--- src/rtl/ws2811_pkg.sv ---
// Shared timing constants, state encoding and ns-to-cycle conversion
// for the WS2811 receive path.
package ws2811_pkg;

    localparam int unsigned T0H_NS    = 500;
    localparam int unsigned T1H_NS    = 1200;
    localparam int unsigned BIT_NS    = 2500;
    localparam int unsigned RESET_NS  = 50_000;
    localparam int unsigned WORD_BITS = 24;

    typedef enum logic [1:0] {
        SYNC,
        IDLE,
        RX_HIGH,
        RX_LOW
    } rx_state_e;

    function automatic int unsigned cyc(input int unsigned ns,
                                        input int unsigned clk_hz);
        return ns * (clk_hz / 1_000_000) / 1000;
    endfunction

endpackage

--- src/rtl/ws2811_rx_sync.sv ---
// Two-flop synchroniser for the serial line with registered
// rise/fall strobes aligned to the delayed level.
module ws2811_rx_sync (
    input  logic clk,
    input  logic rst_n,
    input  logic rx_i,
    output logic level_o,
    output logic rise_o,
    output logic fall_o
);

    logic meta_q, sync_q, level_q, rise_q, fall_q;
    logic meta_d, sync_d, level_d, rise_d, fall_d;

    always_comb begin
        meta_d  = rx_i;
        sync_d  = meta_q;
        level_d = sync_q;
        rise_d  = sync_q & ~level_q;
        fall_d  = ~sync_q & level_q;
    end

    always_ff @(posedge clk or negedge rst_n) begin
        if (!rst_n) begin
            meta_q  <= 1'b0;
            sync_q  <= 1'b0;
            level_q <= 1'b0;
            rise_q  <= 1'b0;
            fall_q  <= 1'b0;
        end else begin
            meta_q  <= meta_d;
            sync_q  <= sync_d;
            level_q <= level_d;
            rise_q  <= rise_d;
            fall_q  <= fall_d;
        end
    end

    assign level_o = level_q;
    assign rise_o  = rise_q;
    assign fall_o  = fall_q;

endmodule

--- src/rtl/ws2811_receiver.sv ---
// WS2811 pulse-width decoder: measures high/low durations and assembles
// 24-bit MSB-first words, flagging latch (frame end) and timing faults.
module ws2811_receiver
    import ws2811_pkg::*;
#(
    parameter int unsigned CLOCK_SPEED  = 50_000_000,
    parameter int unsigned THRESHOLD_NS = 850,
    parameter int unsigned MIN_HIGH_NS  = 200,
    parameter int unsigned MAX_HIGH_NS  = 2000,
    parameter int unsigned RESET_NS     = 50_000
) (
    input  logic        clkIN,
    input  logic        nResetIN,
    input  logic        rxIN,
    output logic [23:0] dataOUT,
    output logic        validOUT,
    output logic        latchOUT,
    output logic        errorOUT,
    output logic        busyOUT
);

    localparam int unsigned THR_CYC = cyc(THRESHOLD_NS, CLOCK_SPEED);
    localparam int unsigned MIN_CYC = cyc(MIN_HIGH_NS, CLOCK_SPEED);
    localparam int unsigned MAX_CYC = cyc(MAX_HIGH_NS, CLOCK_SPEED);
    localparam int unsigned RST_CYC = cyc(RESET_NS, CLOCK_SPEED);
    localparam int          CW      = $clog2(RST_CYC + 1);

    localparam logic [CW-1:0] THR_C = CW'(THR_CYC);
    localparam logic [CW-1:0] MIN_C = CW'(MIN_CYC);
    localparam logic [CW-1:0] MAX_C = CW'(MAX_CYC);
    localparam logic [CW-1:0] RST_C = CW'(RST_CYC);
    localparam logic [CW-1:0] ONE_C = CW'(1);

    logic level, rise, fall;

    ws2811_rx_sync u_sync (
        .clk    (clkIN),
        .rst_n  (nResetIN),
        .rx_i   (rxIN),
        .level_o(level),
        .rise_o (rise),
        .fall_o (fall)
    );

    rx_state_e     state_q, state_d;
    logic [CW-1:0] cnt_q, cnt_d, cnt_inc;
    logic [4:0]    bits_q, bits_d;
    logic [22:0]   shift_q, shift_d;
    logic          word_q, word_d;
    logic [23:0]   data_q, data_d;
    logic          valid_q, valid_d;
    logic          latch_q, latch_d;
    logic          error_q, error_d;
    logic          busy_q, busy_d;
    logic          bit_v;

    always_comb begin
        state_d = state_q;
        cnt_inc = (&cnt_q) ? cnt_q : cnt_q + 1'b1;
        cnt_d   = cnt_inc;
        bits_d  = bits_q;
        shift_d = shift_q;
        word_d  = word_q;
        data_d  = data_q;
        valid_d = 1'b0;
        latch_d = 1'b0;
        error_d = 1'b0;
        bit_v   = (cnt_q >= THR_C);
        unique case (state_q)
            SYNC: begin
                if (level) begin
                    cnt_d = '0;
                end else if (cnt_q >= RST_C) begin
                    state_d = IDLE;
                    cnt_d   = '0;
                end
            end
            IDLE: begin
                if (rise) begin
                    state_d = RX_HIGH;
                    cnt_d   = ONE_C;
                end
            end
            RX_HIGH: begin
                // Stuck-high is caught while still high, one cycle
                // before the count would pass the limit.
                if (!fall && cnt_q >= MAX_C) begin
                    error_d = 1'b1;
                    state_d = SYNC;
                    cnt_d   = '0;
                    bits_d  = '0;
                    word_d  = 1'b0;
                end else if (fall && cnt_q < MIN_C) begin
                    error_d = 1'b1;
                    state_d = SYNC;
                    cnt_d   = '0;
                    bits_d  = '0;
                    word_d  = 1'b0;
                end else if (fall) begin
                    state_d = RX_LOW;
                    cnt_d   = ONE_C;
                    shift_d = {shift_q[21:0], bit_v};
                    if (bits_q == 5'd23) begin
                        data_d  = {shift_q, bit_v};
                        valid_d = 1'b1;
                        bits_d  = '0;
                        word_d  = 1'b1;
                    end else begin
                        bits_d = bits_q + 5'd1;
                    end
                end
            end
            RX_LOW: begin
                if (rise) begin
                    state_d = RX_HIGH;
                    cnt_d   = ONE_C;
                end else if (cnt_q >= RST_C) begin
                    state_d = IDLE;
                    cnt_d   = '0;
                    bits_d  = '0;
                    word_d  = 1'b0;
                    if (bits_q != 5'd0) begin
                        error_d = 1'b1;
                    end else if (word_q) begin
                        latch_d = 1'b1;
                    end
                end
            end
        endcase
        busy_d = (state_d == RX_HIGH) || (state_d == RX_LOW);
    end

    always_ff @(posedge clkIN or negedge nResetIN) begin
        if (!nResetIN) begin
            state_q <= SYNC;
            cnt_q   <= '0;
            bits_q  <= '0;
            shift_q <= '0;
            word_q  <= 1'b0;
            data_q  <= '0;
            valid_q <= 1'b0;
            latch_q <= 1'b0;
            error_q <= 1'b0;
            busy_q  <= 1'b0;
        end else begin
            state_q <= state_d;
            cnt_q   <= cnt_d;
            bits_q  <= bits_d;
            shift_q <= shift_d;
            word_q  <= word_d;
            data_q  <= data_d;
            valid_q <= valid_d;
            latch_q <= latch_d;
            error_q <= error_d;
            busy_q  <= busy_d;
        end
    end

    assign dataOUT  = data_q;
    assign validOUT = valid_q;
    assign latchOUT = latch_q;
    assign errorOUT = error_q;
    assign busyOUT  = busy_q;

endmodule
--- config.mk ---
export PLATFORM = sky130hd
export DESIGN_NAME = ws2811_receiver
export DESIGN_NICKNAME = d
export VERILOG_FILES = /design/src/rtl/ws2811_pkg.sv /design/src/rtl/ws2811_rx_sync.sv /design/src/rtl/ws2811_receiver.sv
export SDC_FILE = /design/constraint.sdc
export NUM_CORES = 1
export LEC_CHECK = 0
export CORE_UTILIZATION = 35
export DETAILED_ROUTE_END_ITERATION = 7
export PLACE_DENSITY = 0.58
export SLEW_MARGIN = 20
export SYNTH_ARGS = -nofsm -noshare
export SYNTH_HDL_FRONTEND = slang
export SYNTH_HIERARCHICAL = 1
export SYNTH_SLANG_ARGS = --single-unit
export TNS_END_PERCENT = 5
--- constraint.sdc ---
create_clock -name clkIN -period 2.9 [get_ports clkIN]
set_input_delay 0.29 -clock clkIN [delete_from_list [all_inputs] [get_ports clkIN]]
set_output_delay 0.29 -clock clkIN [all_outputs]
set_load 0.02 [all_outputs]
[Word level (Yosys, flattened, before mapping)]
Index checks and enable logic that the tools add are counted.
Word-level totals
  register bits: 76
  logic and storage cells: 96
  input port bits: 3
Operators by class
  muxes and demuxes: 47
  bitwise operators: 6
  add/sub/neg operators: 2
  $lt $le $gt $ge: 4
  reduce and logical (&&, ||, !) cells: 12
  equal/unequal tests: 10
Operator list (count)
  12-bit 2-to-1 mux: 8
  12-bit one-hot mux with 4 select lines: 1
  5-bit 2-to-1 mux: 6
  1-bit 2-to-1 mux: 21
  2-bit 2-to-1 mux: 7
  12-bit by 1-bit adder with 12-bit output (second input constant): 1
  12-bit greater-or-equal comparator (second input constant): 1
  12-bit by 6-bit greater-or-equal comparator with 1-bit output (second input constant): 1
  12-bit by 7-bit greater-or-equal comparator with 1-bit output (second input constant): 1
  12-bit by 4-bit less-than comparator with 1-bit output (second input constant): 1
  12-bit AND reduction: 1
  5-bit one-hot mux with 2 select lines: 1
  5-bit AND reduction: 2
  2-bit equality test (second input constant): 4
  2-bit one-hot mux with 4 select lines: 1
  4-bit AND reduction: 2
  5-bit by 1-bit adder with 5-bit output (second input constant): 1
  5-bit equality test (second input constant): 1
  5-bit nonzero test: 1
  2-bit != test (second input constant): 2
  4-bit by 3-bit != test with 1-bit output (second input constant): 1
  4-bit != test (second input constant): 1
  1-bit inverter: 4
  1-bit one-hot mux with 2 select lines: 2
  7 further kinds: 9

[Longest topological paths before layout]
  depth in word-level cells: 7
  gate-level depth with buffers: 7
  gate-level depth less buffers: 6

[By module]
The synthesis kept the hierarchy.
By module, submodules not included
  ws2811_receiver: cells an instance 266, seq. area each 1751.7 um^2, times used 1, area each 3340.7 um^2
  ws2811_rx_sync: cells an instance 7, seq. area each 125.1 um^2, times used 1, area each 140.1 um^2

[Worst setup path after synthesis]
OpenSTA, ideal clock, no wires.
  path type: reg2reg
  start: register cnt_q[6]
  end: register shift_q[10]
  data required time: 2.775 ns
  path slack: 1.102 ns
  setup time: 0.125 ns
  cell stages (with the launch flop): 7
  arrival time: 1.673 ns
  cells stage by stage: dfrtp_1 nor4_2 a41oi_2 buf_4 nand2_8 buf_8 mux2_4
On the way
  longest elaborated chain between the ends: 4
  elaborated cells between the ends (all ways): 7
  those cells by class: order compare (2); bitwise (2); reduce/logical (3)
RTL lines
  start: declaration: line ws2811_receiver.sv:46  | logic [CW-1:0] cnt_q, cnt_d, cnt_inc;
  start signal: assignment: line ws2811_receiver.sv:147  | cnt_q <= cnt_d;
  12-bit by 4-bit less-than comparator with 1-bit output / 12-bit by 7-bit greater-or-equal comparator with 1-bit output (equally long branches): line ws2811_receiver.sv:93, ws2811_receiver.sv:87
  1-bit logical AND (on tied branches): line ws2811_receiver.sv:93, ws2811_receiver.sv:87
  1-bit inverter (no line)
  4-bit AND reduction (no line) (*)
  end signal: assignment: line ws2811_receiver.sv:149  | shift_q <= shift_d;
  end: declaration: line ws2811_receiver.sv:48  | logic [22:0] shift_q, shift_d;
Mark *: on every way between the ends. The rest lies on a longest branch, timed or not.
A chain may end at the register's enable or synchronous reset.

[Worst setup path after layout]
  start: register cnt_q[6]
  end: register data_q[7] (netlist: dataOUT[7])
On the way
  longest elaborated chain between the ends: 4
  elaborated cells between the ends (all ways): 7
  those cells by class: order compare (2); bitwise (2); reduce/logical (3)
RTL lines
  12-bit by 4-bit less-than comparator with 1-bit output / 12-bit by 7-bit greater-or-equal comparator with 1-bit output (equally long branches): line ws2811_receiver.sv:93, ws2811_receiver.sv:87
  1-bit logical AND (on tied branches): line ws2811_receiver.sv:93, ws2811_receiver.sv:87
  1-bit inverter (no line)
  5-bit AND reduction (no line) (*)
  end signal: assignment: line ws2811_receiver.sv:151  | data_q <= data_d;
  end: declaration: line ws2811_receiver.sv:50  | logic [23:0] data_q, data_d;
Marks and branches as above.

==> summary.md <==
| Metric | Value |
|---|---|
| Run status | `finished, final reports clean` |
| First-pass GRT wire length | `10900 um` |
| Clk pin slew, worst setup/hold paths | `0.09 ns` |
| Fraction of the yosys area taken by sequential cells | `53.9%` |
| Die height | `between 100 and 150 um` |
| EDFF count, synth | `0` |
| # H-tree levels | `3` |
| CTS tree | `built` |
| CTS max path bufs | `2` |
| Worst-Margin Slew | `between 0.9 and 1 ns` |
| Root Buffer | `clkbuf_8` |
| Total CTS buffers | `9` |
| CTS resizes | `0` |
| Setup WS pre-CTS | `0.569 ns` |
| Final Setup Violations | `0` |
| Commonest non-fill, non-tap cells in the layout | `75 x dfrtp_1, 30 x mux2_2, 29 x clkdlybuf4s50_1, 11 x inv_1` |
| Unrepaired setup endpoints after global routing | `false` |
| Final Max Tran Viols | `0` |
| Period Utilization, post-route | `80.5%` |
| Pwr per Cell Area | `462 nW/um^2` |
| Post-synth cell types | `55` |
| DP HPWL | `4040 um` |
| Max FO, Critical Path | `25` |
| Post-CTS setup buffer count | `0` |
| Fmax | `428 MHz` |
| WP data arrival | `2.56 ns` |
| DRT iter0 DRCs | `123` |
| Lkg Pwr | `1.84 nW` |
| Post-Layout Cell Count | `between 400 and 500` |
| Clock Sinks | `75` |
| Tmin final | `2.34 ns` |
| FILL cells | `903` |
| Synth warn | `6` |
| Largest stage delay on the critical path | `between 0.4 and 0.5 ns` |
| DRC | `0` |
| Post-layout nets | `308` |
| Antenna Diode Count | `0` |
| Hold Vio Cnt, Final | `0` |
| Cts hold-fix bufs | `0` |
| Rows | `36` |
| Post-layout util | `between 40% and 50%` |
| Worst Path Class, Setup | `flop to flop` |
| DP Cell Count | `~420` |
| Seq cells post-synth | `75` |
| Worst r2r dst | `dataOUT[7]` |
| Routed length per instance | `14.4 um` |
| Post-Route WL | `6330 um` |
| Synthesized area | `3480 um^2` |
| CP max stage cell | `dfrtp_1` |
| Routability Congestion | `0.834` |
| FF-to-FF Start | `cnt_q[6]` |
| Slew margin rel. | `36.9%` |
| Cells after Synth | `approximately 270` |
| Vias per inst | `5.10` |
| Die width | `102 um` |
| Syn_nets | `281` |
| R2r setup slk | `0.56 ns` |
| Fraction of layout instances using a drive strength above 1 | `23.0%` |
| Top_reg_cell synth | `dfrtp_1` |
| CP Capture Type | `flop` |
| Vias in the first global route | `2159` |
| HP Class | `primary input to asynchronous set/reset pin` |
| Antenna violations before repair | `0` |
| Worst vdd ir | `262 uV` |
| CP cell instances | `nor4_2, a41oi_2, nand3_2, buf_4, mux2_2` |
| First-pass DRT Iterations | `4` |
| Grt ovf | `0` |
| Setup_tns | `0 ns` |
| Post-DRT Antenna Nets | `0` |
| WP data required | `3.12 ns` |
| Area delta synth->final | `16.0%` |
| Cells on worst reg2reg path | `5` |
| Core box area | `between 9000 and 10000 um^2` |
| Total GRT Usage | `13.8%` |
| Die area | `10300 um^2` |
| Worst Clk Skew | `0.0161 ns` |
| Via count | `around 2200` |
| Initial core utilization | `between 30% and 40%` |
| Largest net degree at the start of global routing | `76` |
| Max Cap Viol | `0` |
| Async SR Flop Fraction | `100%` |
| # IOs | `31` |
| CP Launch Type | `flop` |
| Most common cell after layout, fill and taps aside | `dfrtp_1` |
| Final worst slack | `0.564 ns` |
| Syn Area/Cell | `12.8 um^2` |
| Port-buffer cells | `30` |
| Skew-Pair Late Insertion Delay | `0.34 ns` |
where the power goes:
group | switching [mW] | internal, mW
logic | 0.0353 | 0.0146
registers | 0.00989 | 1.05
clock network | 0.412 | 0.342
metrics by stage:
stage	hold slack [ns]	instance area, um^2	power (mW)
global placement	0.337	3850	1.13
floorplan	-0.00559	3480	1.11
global route	0.176	4040	1.95
detailed placement	0.343	3850	1.13
CTS	0.133	4040	1.90
finish	0.0805	4040	1.87
worst max-delay path: cells and delay by family, from the launching register on:
| kind | cells | cell delay (ns) |
|---|---|---|
| buffers and inverters | 1 | 0.33 |
| AND/OR/NAND/NOR | 2 | 0.60 |
| flip-flops | 1 | 0.47 |
| AO/OA/AOI/OAI | 1 | 0.44 |
| multiplexers | 1 | 0.38 |
cell usage after synthesis, types with 5 or more instances:
cell	number	share of area, %
nor3_1	6	0.86
nand3_1	9	1.3
nor2_1	8	0.86
a21oi_1	8	1.2
mux2_1	7	2.3
mux2_2	30	9.7
nand2_1	9	0.97
o31ai_1	5	1.1
inv_1	11	1.2
mux2_4	10	4.3
o21ai_0	7	1.0
dfrtp_1	75	54
nand4_1	5	0.90
buf_2	5	0.72
ha_1	5	1.8
buf_4	6	1.3
cells by family (layout without fill, tap and decap cells):
kind of cell	Yosys count	in the layout	share of synthesized area, %
DFF	75	75	53.9
adders and majority gates	5	5	1.80
AOI/OAI and AO/OA	50	50	10.6
buffers and inverters	28	60	4.42
xor gates and xnor gates	6	6	1.51
muxes	51	51	17.4
and+or+nand+nor	58	58	10.4
sequential cells by signal, summed over array words and instances (netlist names), named ones only:
| register | flops |
|---|---|
| cnt_q | 12 |
| u_sync/level_o | 1 |
| word_q | 1 |
| u_sync/meta_q | 1 |
| validOUT | 1 |
| u_sync/level_d | 1 |
| u_sync/fall_o | 1 |
| latchOUT | 1 |
| errorOUT | 1 |
| u_sync/rise_o | 1 |
| bits_q | 5 |
| shift_q | 23 |
| dataOUT | 24 |
routing by layer:
layer | track usage [%] | part of all wire, %
met5 | 0 | 0
met3 | 2.62 | 2.9
met1 | 18.8 | 49
met4 | 6.91 | 1.5
met2 | 20.8 | 47
worst max-delay path by stage:
stage	startpoint	endpoint	slack [ns]	cells after the start
floorplan	cnt_q[6]	shift_q[10]	1.10	6
global placement	cnt_q[6]	dataOUT[8]	0.66	5
detailed placement	cnt_q[6]	dataOUT[8]	0.57	5
global route	cnt_q[6]	dataOUT[19]	0.38	5
CTS	cnt_q[6]	dataOUT[7]	0.56	5
finish	cnt_q[6]	dataOUT[7]	0.56	5
cell type report:
| cell class | count | area [um^2] | area share [%] |
|---|---|---|---|
| Clock inverter | 6 | 46.3 | 1.15 |
| Multi-Input combinational cell | 170 | 1450 | 35.9 |
| Clock buffer | 10 | 138 | 3.41 |
| Tap cell | 133 | 166 | 4.12 |
| Inverter | 11 | 41.3 | 1.02 |
| Sequential cell | 75 | 1880 | 46.5 |
| Timing Repair Buffer | 33 | 320 | 7.93 |
Note: power is estimated with default switching activity, not from simulation.
